### src/rtl/add_arbiter_pkg.sv
// Shared types and constants for the two-requester shared-adder arbiter.
package add_arb_pkg;

  typedef enum logic [1:0] {
    ST_IDLE = 2'd0,
    ST_EXEC = 2'd1,
    ST_RESP = 2'd2
  } state_t;

  localparam int PRIO_RR    = 0;
  localparam int PRIO_FIXED = 1;

endpackage

### src/rtl/add_arbiter_if.sv
// Request/response bundle between the two clients, the consumer and add_arbiter.
interface add_arbiter_if;

  logic       req0_valid;
  logic       req0_ready;
  logic [3:0] req0_a;
  logic [3:0] req0_b;
  logic       req1_valid;
  logic       req1_ready;
  logic [3:0] req1_a;
  logic [3:0] req1_b;
  logic       rsp_valid;
  logic       rsp_ready;
  logic       rsp_id;
  logic [3:0] rsp_sum;
  logic       rsp_cout;
  logic       busy;

  // Clients and consumer side.
  modport master (
    output req0_valid, req0_a, req0_b,
    output req1_valid, req1_a, req1_b,
    output rsp_ready,
    input  req0_ready, req1_ready,
    input  rsp_valid, rsp_id, rsp_sum, rsp_cout, busy
  );

  // Arbiter side.
  modport slave (
    input  req0_valid, req0_a, req0_b,
    input  req1_valid, req1_a, req1_b,
    input  rsp_ready,
    output req0_ready, req1_ready,
    output rsp_valid, rsp_id, rsp_sum, rsp_cout, busy
  );

endinterface

### src/rtl/add_arbiter_adder.sv
// Shared 4-bit adder slice: {cout, sum} = a + b with the carry preserved.
module adder (
  input  logic [3:0] a,
  input  logic [3:0] b,
  output logic [3:0] sum,
  output logic       cout
);

  assign {cout, sum} = {1'b0, a} + {1'b0, b};

endmodule

### src/rtl/add_arbiter.sv
// Arbitrates two valid/ready requesters onto one adder and returns a tagged,
// registered result with backpressure (IDLE -> EXEC -> RESP).
module add_arbiter
  import add_arb_pkg::*;
#(
  parameter int PRIO_MODE = PRIO_RR
) (
  input  logic         clk,
  input  logic         rst_n,
  add_arbiter_if.slave bus
);

  state_t     state_q, state_d;
  logic       last_grant_q;
  logic [3:0] op_a_q, op_b_q;
  logic       op_id_q;

  logic       grant_id;
  logic       ready0, ready1, accept;
  logic [3:0] add_sum;
  logic       add_cout;

  logic       rsp_valid_q, rsp_id_q, rsp_cout_q;
  logic [3:0] rsp_sum_q;

  // NOTE: every always_comb output gets a default first so no path can infer a latch.
  always_comb begin
    grant_id = 1'b0;
    if (bus.req0_valid && bus.req1_valid)
      grant_id = (PRIO_MODE == PRIO_FIXED) ? 1'b0 : ~last_grant_q;
    else if (bus.req1_valid)
      grant_id = 1'b1;
  end

  assign ready0 = (state_q == ST_IDLE) && bus.req0_valid && !grant_id;
  assign ready1 = (state_q == ST_IDLE) && bus.req1_valid &&  grant_id;
  assign accept = ready0 || ready1;

  always_comb begin
    state_d = state_q;
    unique case (state_q)
      ST_IDLE: if (accept)        state_d = ST_EXEC;
      ST_EXEC:                    state_d = ST_RESP;
      ST_RESP: if (bus.rsp_ready) state_d = ST_IDLE;
      default:                    state_d = ST_IDLE;
    endcase
  end

  // NOTE: sequential state uses non-blocking assignments so all registers update together.
  always_ff @(posedge clk or negedge rst_n) begin
    if (!rst_n) state_q <= ST_IDLE;
    else        state_q <= state_d;
  end

  // NOTE: operand registers are reset too; last_grant starts at 1 so req0 wins the first tie.
  always_ff @(posedge clk or negedge rst_n) begin
    if (!rst_n) begin
      op_a_q       <= 4'h0;
      op_b_q       <= 4'h0;
      op_id_q      <= 1'b0;
      last_grant_q <= 1'b1;
    end else if (accept) begin
      op_a_q       <= grant_id ? bus.req1_a : bus.req0_a;
      op_b_q       <= grant_id ? bus.req1_b : bus.req0_b;
      op_id_q      <= grant_id;
      last_grant_q <= grant_id;
    end
  end

  adder u_adder (
    .a    (op_a_q),
    .b    (op_b_q),
    .sum  (add_sum),
    .cout (add_cout)
  );

  // Result fields keep their last value after retire; only rsp_valid clears.
  always_ff @(posedge clk or negedge rst_n) begin
    if (!rst_n) begin
      rsp_valid_q <= 1'b0;
      rsp_id_q    <= 1'b0;
      rsp_sum_q   <= 4'h0;
      rsp_cout_q  <= 1'b0;
    end else if (state_q == ST_EXEC) begin
      rsp_valid_q <= 1'b1;
      rsp_id_q    <= op_id_q;
      rsp_sum_q   <= add_sum;
      rsp_cout_q  <= add_cout;
    end else if (state_q == ST_RESP && bus.rsp_ready) begin
      rsp_valid_q <= 1'b0;
    end
  end

  assign bus.req0_ready = ready0;
  assign bus.req1_ready = ready1;
  assign bus.rsp_valid  = rsp_valid_q;
  assign bus.rsp_id     = rsp_id_q;
  assign bus.rsp_sum    = rsp_sum_q;
  assign bus.rsp_cout   = rsp_cout_q;
  assign bus.busy       = (state_q != ST_IDLE);

endmodule

### src/flat_wrapper.sv
// flat-port wrapper written by rule: the top's interface ports become plain ports
module add_arbiter_flat import add_arb_pkg::*;
#(
  parameter int PRIO_MODE = PRIO_RR
)
  (clk, rst_n, bus_req0_valid, bus_req0_a, bus_req0_b, bus_req1_valid, bus_req1_a, bus_req1_b, bus_rsp_ready, bus_req0_ready, bus_req1_ready, bus_rsp_valid, bus_rsp_id, bus_rsp_sum, bus_rsp_cout, bus_busy);
  add_arbiter_if bus_i ();
  input  logic clk;
  input  logic rst_n;
  input wire logic [$bits(bus_i.req0_valid)-1:0] bus_req0_valid;
  input wire logic [$bits(bus_i.req0_a)-1:0] bus_req0_a;
  input wire logic [$bits(bus_i.req0_b)-1:0] bus_req0_b;
  input wire logic [$bits(bus_i.req1_valid)-1:0] bus_req1_valid;
  input wire logic [$bits(bus_i.req1_a)-1:0] bus_req1_a;
  input wire logic [$bits(bus_i.req1_b)-1:0] bus_req1_b;
  input wire logic [$bits(bus_i.rsp_ready)-1:0] bus_rsp_ready;
  output wire logic [$bits(bus_i.req0_ready)-1:0] bus_req0_ready;
  output wire logic [$bits(bus_i.req1_ready)-1:0] bus_req1_ready;
  output wire logic [$bits(bus_i.rsp_valid)-1:0] bus_rsp_valid;
  output wire logic [$bits(bus_i.rsp_id)-1:0] bus_rsp_id;
  output wire logic [$bits(bus_i.rsp_sum)-1:0] bus_rsp_sum;
  output wire logic [$bits(bus_i.rsp_cout)-1:0] bus_rsp_cout;
  output wire logic [$bits(bus_i.busy)-1:0] bus_busy;
  assign bus_i.req0_valid = bus_req0_valid;
  assign bus_i.req0_a = bus_req0_a;
  assign bus_i.req0_b = bus_req0_b;
  assign bus_i.req1_valid = bus_req1_valid;
  assign bus_i.req1_a = bus_req1_a;
  assign bus_i.req1_b = bus_req1_b;
  assign bus_i.rsp_ready = bus_rsp_ready;
  assign bus_req0_ready = bus_i.req0_ready;
  assign bus_req1_ready = bus_i.req1_ready;
  assign bus_rsp_valid = bus_i.rsp_valid;
  assign bus_rsp_id = bus_i.rsp_id;
  assign bus_rsp_sum = bus_i.rsp_sum;
  assign bus_rsp_cout = bus_i.rsp_cout;
  assign bus_busy = bus_i.busy;
  add_arbiter #(.PRIO_MODE(PRIO_MODE)) u_core (.clk(clk), .rst_n(rst_n), .bus(bus_i));
endmodule
### config.mk
export PLATFORM = sky130hd
export DESIGN_NAME = add_arbiter_flat
export DESIGN_NICKNAME = d
export VERILOG_FILES = /design/src/rtl/add_arbiter_pkg.sv /design/src/rtl/add_arbiter_if.sv /design/src/rtl/add_arbiter_adder.sv /design/src/rtl/add_arbiter.sv /design/src/flat_wrapper.sv
export SDC_FILE = /design/constraint.sdc
export NUM_CORES = 1
export LEC_CHECK = 0
export ABC_AREA = 1
export ABC_CLOCK_PERIOD_IN_PS = 2650
export CAP_MARGIN = 20
export CORE_MARGIN = 2
export CORE_UTILIZATION = 50
export CTS_CLUSTER_DIAMETER = 40
export DETAILED_ROUTE_END_ITERATION = 12
export PLACE_DENSITY = 0.83
export SYNTH_ARGS = -nofsm -noshare
export SYNTH_HDL_FRONTEND = slang
export SYNTH_HIERARCHICAL = 1
export SYNTH_SLANG_ARGS = --single-unit
### constraint.sdc
create_clock -name clk -period 2.65 [get_ports clk]
set_clock_uncertainty 0.2 [all_clocks]
set_input_delay 0.53 -clock clk [delete_from_list [all_inputs] [get_ports clk]]
set_output_delay 0.53 -clock clk [all_outputs]
set_load 0.02 [all_outputs]
Word-level counts from Yosys, hierarchy flattened

Index checks and enable logic that the tools add are counted.

Bits in registers: 19
Input port bits: 21
Output and inout bits: 10
Word-level logic and storage cells: 36

$add $sub $neg: 1
Equal/unequal tests: 4
Muxes and demuxes: 9
Bitwise logic cells: 1
Reductions and logical operators: 12

Operators by type and width:

| kind                                                                   | count |
|---|---|
| 4-bit two-way mux                                                      | 2 |
| 1-bit logical AND                                                      | 6 |
| 2-bit case mux with 3 select lines                                     | 1 |
| 4-bit by 4-bit adder with 5-bit output                                 | 1 |
| 1-bit two-way mux                                                      | 4 |
| 2-bit two-way mux                                                      | 2 |
| 2-bit nonzero test                                                     | 2 |
| 2-bit by 1-bit equality test with 1-bit output (second input constant) | 1 |
| 2-bit equality test (second input constant)                            | 1 |
| 2-bit zero test                                                        | 1 |
| 2-bit by 1-bit != test with 1-bit output (second input constant)       | 1 |
| 2-bit != test (second input constant)                                  | 1 |
| 2-bit AND reduction                                                    | 1 |
| 1-bit zero test                                                        | 1 |
| 1-bit logical OR                                                       | 1 |
| 1-bit inverter                                                         | 1 |

Longest topological paths before layout

Gate-level depths: netlist of run 1.

Word-level depth: 7
Mapped depth: 7

Hierarchy

Netlist of run 1, hierarchy kept.

Modules (own cells, without submodules):

| module      | instances | cells an instance | area each (µm²) | sequential area each (µm²) |
|---|---|---|---|---|
| add_arbiter | 1         | 110               | 944.7           | 476.7 |
| adder       | 1         | 25                | 157.7           | 0.0 |

Worst setup path after synthesis of run 1

Ideal clock, no wire load.

Path kind: register to output
From: register u_core.state_q[0]
To: output port bus_req0_ready
Data arrival time: 1.052 ns
Path slack: 0.868 ns
Stages on the path, launching flop included: 6
Path through: dfrtp_1 buf_6 nor2_4 nand2_2 buf_6 a21oi_2

Word-level cells in the longest chain between the ends: 3

Ends and longest elaborated chain:

| element                         | RTL line           | source |
|---|---|---|
| start: declaration              | add_arbiter.sv:13  | `state_t state_q, state_d;` |
| start signal: assignment        | add_arbiter.sv:52  | `else state_q <= state_d;` |
| 2-bit zero test                 | add_arbiter.sv:35  | `assign ready0 = (state_q == ST_IDLE) && bus.req0_valid && !grant_id;` |
| 1-bit logical AND (2 in series) | add_arbiter.sv:35  |  |
| end: declaration                | flat_wrapper.sv:17 | `output wire logic [$bits(bus_i.req0_ready)-1:0] bus_req0_ready;` |

Every way passes these cells.

Final worst setup path of run 1

From: input port bus_req0_valid
To: output port bus_req0_ready

Word-level cells in the longest chain between the ends: 4
Elaborated cells between the ends (all ways): 5
Those cells by class: mux (1); reduce/logical (4)

Ends and longest elaborated chain:

| element             | RTL line           | source |
|---|---|---|
| start: declaration  | flat_wrapper.sv:10 | `input wire logic [$bits(bus_i.req0_valid)-1:0] bus_req0_valid;` |
| 1-bit logical AND   | add_arbiter.sv:29  | `if (bus.req0_valid && bus.req1_valid)` |
| 1-bit two-way mux   | add_arbiter.sv:29  |  |
| 1-bit zero test     | add_arbiter.sv:35  |  |
| 1-bit logical AND * | add_arbiter.sv:35  |  |

Every way passes the cells marked *; elsewhere a longest branch is shown, timed or not.

==> flow_summary_export.csv, run 1 <==
group,metric,value,unit
grt,grt_pass1_wl,3540,um
detailed_routing,viasPerCell,4.82,
floorplanning,die_h,51.0,um
yosys,synthMuxAreaShare,0,
placement,place_area,1440,sq um
grt,grt_pass1_vias,905,
detailed_routing,antenna_left,0,
floorplanning,dieArea,2600,sq um
grt,grt_overflow,0,
yosys,synth-simple-area-share,0.386,
placement,place_ws,-0.00488,ns
worst_setup_path,worst_setup_path_end_kind,"output pin",
hold_path,min_delay_path_depth,2,
detailed_routing,dr_wl_met2,1130,um
grt,grt_max_degree,20,
yosys,netlist_area,1100,sq um
grt,track_usage,0.186,
yosys,syn_nets,161,
clock_network,clockBufferDepth,2,
pwr,peakVddDrop,0.580,mV
placement,dp_hpwl,1730,um
detailed_routing,dr.pass1.iters,4,
placement,gp_congestion,0.770,
timing,timing.final.crit_share,0.898,
run_status,status,"finished clean",
yosys,synth_cell_type_count,22,
clock_network,cts_tree,"done",
hold_path,hp-class,"reg2reg",
placement,port_buffers,30,
timing,hold_viol_final,0,
finish,area_growth,32.7,%
timing,fmax,420,MHz
timing,rsz0062_at_grt,"false",
timing,slew_viol_final,0,
worst_setup_path,cp_slowest_cell,"clkdlybuf4s50_1",
worst_setup_path,path_cells,"clkdlybuf4s50_1 > nand2_1 > a21oi_2 > dlygate4sd2_1",
grt,antenna_found_initial,0,
floorplanning,fp.dieW,51.0,um
clock_network,postCtsSetupBuffers,0,
timing,fin_ws,0.270,ns
timing,worst_pin_slew,0.282,ns
worst_setup_path,startpoint_type,"input pin",
worst_setup_path,max_stage_delay,0.51,ns
yosys,synth_compound_area_frac,0.0306,
detailed_routing,totalWireLength,2090,um
clock_network,cts.clk_slew.worst_paths,0.09,ns
clock_network,numCtsBuffers,3,
detailed_routing,initialDrtViolationCount,17,
floorplanning,core,2020,sq um
worst_setup_path,crit_path_max_fanout,3,
worst_setup_path,critPathArrivalTime,1.65,ns
pwr,total_leakage_power,0.000770,uW
floorplanning,start_util,0.545,
timing,fin_crit,2.38,ns
detailed_routing,drc,0,
floorplanning,num_rows,16,
floorplanning,ios,31,
yosys,yosysWarnings,6,
timing,slew_headroom,0.812,
detailed_routing,vias,950,
finish,drive_above_1_share,0.147,
clock_network,cts_max_level,1,
worst_setup_path,required,1.92,ns
worst_setup_path,r2r_cells,6,
yosys,netlist_instances,135,
timing,final-setup-viol-count,0,
yosys,synth_fa_ha_area_frac,0.0636,
detailed_routing,wl_met1,837,um
yosys,synth_area_per_cell,8.17,sq um
pwr,powerDensity,1050,nW/um^2
detailed_routing,routedWlPerCell,10.6,um
clock_network,cts_sinks,19,
yosys,synth_top_family_by_area,"simple AND/OR/NAND/NOR gates",
finish,antenna-diode-count,0,
yosys,synth-seq-cells,19,
worst_setup_path,critPathKind,"in2out",
finish,fin_nets,197,
yosys,yosysSeqAreaShare,0.432,
yosys,synth-xor-area-share,0.00795,
detailed_routing,wl_met3,103,um
job,max_cap_viol_count,0,
clock_network,root_buffer,"clkbuf_4",
clock_network,clk_latency,0.29,ns
detailed_routing,top_layer_used,"met4",
finish,design_area,1460,sq um
[registers in the layout, indices dropped and copies added (netlist names)]
name                  cells
u_core/bus.rsp_valid      1
u_core/last_grant_q       1
u_core/state_q            2
u_core/op_a_q             4
u_core/bus.rsp_sum        4
u_core/op_b_q             4
u_core/bus.rsp_id         1
u_core/op_id_q            1
u_core/bus.rsp_cout       1
[cells in the mapped netlist]
cell type / n / share of area
a21oi_1: 2 / 0.0091
a21oi_2: 1 / 0.0079
buf_2: 1 / 0.0045
buf_4: 1 / 0.0068
buf_6: 3 / 0.031
dfrtp_1: 18 / 0.41
dfstp_2: 1 / 0.024
fa_1: 1 / 0.018
ha_1: 4 / 0.045
inv_1: 9 / 0.031
inv_2: 2 / 0.0068
nand2_1: 56 / 0.19
nand2_2: 2 / 0.011
nand2_4: 1 / 0.010
nand3_1: 18 / 0.082
nand3_2: 8 / 0.073
nor2_1: 1 / 0.0034
nor2_4: 1 / 0.010
o21ai_0: 1 / 0.0045
o21ai_1: 2 / 0.0091
or2_1: 1 / 0.0057
xnor2_1: 1 / 0.0079
[through the flow]
| step | power, uW | setup TNS (ns) | instances | hold WS [ns] | util |
|---|---|---|---|---|---|
| final | 1530 | 0 | 197 | 0.276 | 0.723 |
| after detailed placement | 1410 | -0.00488 | 193 | 0.259 | 0.710 |
| after floorplan | 1150 | 0 | 135 | 0.0344 | - |
| after global placement | 1370 | 0 | 193 | 0.253 | 0.710 |
| after global routing | 1680 | 0 | 197 | 0.303 | 0.723 |
| after CTS | 1550 | 0 | 197 | 0.276 | 0.722 |
[logic make-up after synthesis]
logic type                 after synthesis
and+or+nand+nor                         88
DFF                                     19
buffers and inverters                   16
AOI/OAI and AO/OA                        6
adders and majority gates                5
xor gates and xnor gates                 1
[final cells by class]
cell class                      instances  area (sq um)
Timing Repair Buffer                   36           347
Fill cell                             165           559
Tap cell                               27          33.8
Sequential cell                        19           477
Inverter                               11          41.3
Multi-Input combinational cell        100           538
Clock buffer                            4          26.3
[worst paths after layout]
kind | from | endpoint | slack [ns]
hold reg to reg | u_core/last_grant_q | u_core/last_grant_q | 0.28
min in group asynchronous | rst_n | u_core/op_a_q[1] | 0.37
max in group asynchronous | rst_n | u_core/last_grant_q | 1.62
hold / removal | u_core/last_grant_q | u_core/last_grant_q | 0.28
setup reg to reg | u_core/op_b_q[0] | u_core/bus.rsp_cout | 0.96
setup / recovery | bus_req0_valid | bus_req0_ready | 0.27
[cell usage in the layout, fill, tap and decap left out, drive strengths merged, types with 2 or more instances in the layout]
cell type / synthesis / final
inv: 11 / 11
clkdlybuf4s50: 0 / 28
nor2: 2 / 2
dfrtp: 18 / 18
ha: 4 / 4
a21oi: 3 / 3
o21ai: 3 / 3
buf: 5 / 6
nand2: 59 / 59
clkbuf: 0 / 4
nand3: 26 / 26
[metal layers]
| metal | vias to the layer above | track usage |
|---|---|---|
| met4 | 0 | 0.108 |
| met3 | 2 | 0.0292 |
| met5 | - | 0 |
| li1 | 500 | - |
| met2 | 33 | 0.368 |
| met1 | 415 | 0.175 |
[timing repair]
action | CTS | global route
hold buffers | 0 | 0
gates resized for setup | 1 | 1
hold endpoints to repair | 0 | 0
setup endpoints to repair | 1 | 1
[critical path, delay by kind of cell]
family / cells / cell delay, ns
buffers and inverters: 2 / 0.85
AND/OR/NAND/NOR: 1 / 0.12
AO/OA/AOI/OAI: 1 / 0.15
[power breakdown]
group | total (uW) | internal (uW) | switching, uW | leakage [uW]
sequential | 536 | 432 | 103 | 0.000233
combinational | 859 | 378 | 481 | 0.000522
clock | 140 | 58.5 | 81.6 | 0.0000150
total | 1530 | 869 | 666 | 0.000770
No activity file was read; power rests on OpenSTA's default activity.
==> run 2: changes to the inputs <==
RECOVER_POWER = 100   (was default)
==> flow_summary_export.csv, run 2 (synthesis results as in run 1) <==
group,metric,value,unit
clock_network,clk_latency,0.29,ns
job,max_cap_viol_count,0,
floorplanning,ios,31,
timing,final-setup-viol-count,0,
detailed_routing,dr_wl_met2,1120,um
placement,place_ws,-0.00488,ns
floorplanning,die_h,51.0,um
timing,fin_ws,0.223,ns
clock_network,ctsResizeCount,1,
hold_path,hp-class,"reg2reg",
detailed_routing,drc,0,
placement,gp_congestion,0.770,
timing,slew_viol_final,0,
timing,worst_pin_slew,0.960,ns
worst_setup_path,critPathArrivalTime,1.70,ns
finish,antenna-diode-count,0,
finish,area_growth,30.2,%
clock_network,cts.clk_slew.worst_paths,0.09,ns
placement,port_buffers,30,
floorplanning,core,2020,sq um
pwr,powerDensity,1040,nW/um^2
timing,rsz0062_at_grt,"false",
finish,n_fill_cell,174,
worst_setup_path,max_stage_delay,0.58,ns
detailed_routing,viasPerCell,4.87,
floorplanning,num_rows,16,
timing,fin_crit,2.43,ns
pwr,total_leakage_power,0.000752,uW
detailed_routing,dr.pass1.iters,4,
grt,track_usage,0.186,
worst_setup_path,worstReg2RegStart,"u_core/last_grant_q",
finish,mostFrequentLayoutCells,"nand2_1 (57), nand3_1 (19), clkdlybuf4s50_1 (18), dfrtp_1 (18), dlygate4sd3_1 (10)",
clock_network,cts_tree,"done",
clock_network,cts_max_level,1,
clock_network,postCtsSetupBuffers,0,
floorplanning,fp.dieW,51.0,um
timing,fmax,412,MHz
timing,hold_viol_final,0,
run_status,status,"finished clean",
clock_network,cts_sinks,19,
clock_network,cts_hold_buf,0,
detailed_routing,wl_met1,839,um
detailed_routing,totalWireLength,2090,um
detailed_routing,top_layer_used,"met4",
worst_setup_path,crit_path_max_fanout,3,
grt,grt_max_degree,20,
worst_setup_path,cp_slowest_cell,"dlygate4sd3_1",
worst_setup_path,path_cells,"dlygate4sd3_1 > nand2_1 > a21oi_1 > dlygate4sd2_1",
grt,grt_pass1_wl,3540,um
finish,fin_nets,197,
worst_setup_path,startpoint,"bus_req0_valid",
worst_setup_path,required,1.92,ns
floorplanning,start_util,0.545,
worst_setup_path,critPathKind,"in2out",
grt,antenna_found_initial,0,
grt,grt_overflow,0,
floorplanning,dieArea,2600,sq um
timing,timing.final.crit_share,0.916,
finish,multi_input_area,527,sq um
finish,final_common_cell,"nand2_1",
detailed_routing,vias,959,
hold_path,hp-start,"u_core/last_grant_q",
clock_network,numCtsBuffers,3,
finish,drive_above_1_share,0.118,
worst_setup_path,worst_setup_path_end_kind,"output pin",
detailed_routing,antenna_left,0,
detailed_routing,routedWlPerCell,10.6,um
pwr,peakVddDrop,0.562,mV
clock_network,root_buffer,"clkbuf_4",
grt,grt_pass1_vias,905,
finish,seq_area,477,sq um
detailed_routing,initialDrtViolationCount,18,
clock_network,clockBufferDepth,2,
timing,fin_setup_tns,0,ns
detailed_routing,wl_met3,109,um
worst_setup_path,startpoint_type,"input pin",
timing,slew_headroom,0.360,
placement,dp_hpwl,1730,um
==> run 2: changes by cell type in the layout (fill, tap and decap cells not counted), sizes merged <==
| cell | before | now |
|---|---|---|
| clkdlybuf4s50 | 28 | 18 |
| dlygate4sd3 | 0 | 10 |
| clkbuf | 4 | 7 |
| buf | 6 | 4 |
| dlymetal6s2s | 1 | 0 |
==> run 2: power breakdown <==
part,switching [uW],internal (uW),leakage [uW],total [uW]
Combinational,475,343,0.000504,818
Sequential,101,432,0.000233,534
Clock,81.4,58.5,0.0000150,140
==> run 2: per-stage QoR <==
stage | instances | area [sq um] | hold WS [ns] | power [uW] | utilization
after CTS | 197 | 1460 | 0.276 | 1550 | 0.722
final | 197 | 1440 | 0.275 | 1490 | 0.710
after global routing | 197 | 1440 | 0.301 | 1630 | 0.710
after detailed placement | 193 | 1440 | 0.259 | 1410 | 0.710
after floorplan | 135 | 1100 | 0.0344 | 1150 | -
after global placement | 193 | 1440 | 0.253 | 1370 | 0.710
==> run 2: final cells by class <==
class | instances | share of cell area
tap | 27 | 0.0235
sequential | 19 | 0.332
timing repair buffer | 36 | 0.230
inverter | 11 | 0.0288
multi-input combinational | 100 | 0.367
clock buffer | 4 | 0.0183
==> run 2: path summary, 6_finish.rpt <==
kind	endpoint	slack [ns]	depth (start not counted)
setup / recovery	bus_req0_ready	0.22	4
hold / removal	u_core/last_grant_q	0.28	2
setup reg to reg	u_core/op_a_q[3]	0.57	6
hold reg to reg	u_core/last_grant_q	0.28	2
max in group asynchronous	u_core/op_b_q[1]	0.97	2
min in group asynchronous	u_core/op_a_q[1]	0.70	2
==> run 2: critical path: cells and delay by family <==
kind	cells	cell delay, ns
buffers and inverters	2	0.93
AO/OA/AOI/OAI	1	0.14
AND/OR/NAND/NOR	1	0.10
==> run 2: per-layer routing <==
metal | vias up | track usage
li1 | 500 | -
met1 | 420 | 0.175
met2 | 37 | 0.368
met3 | 2 | 0.0292
met4 | 0 | 0.108
met5 | - | 0
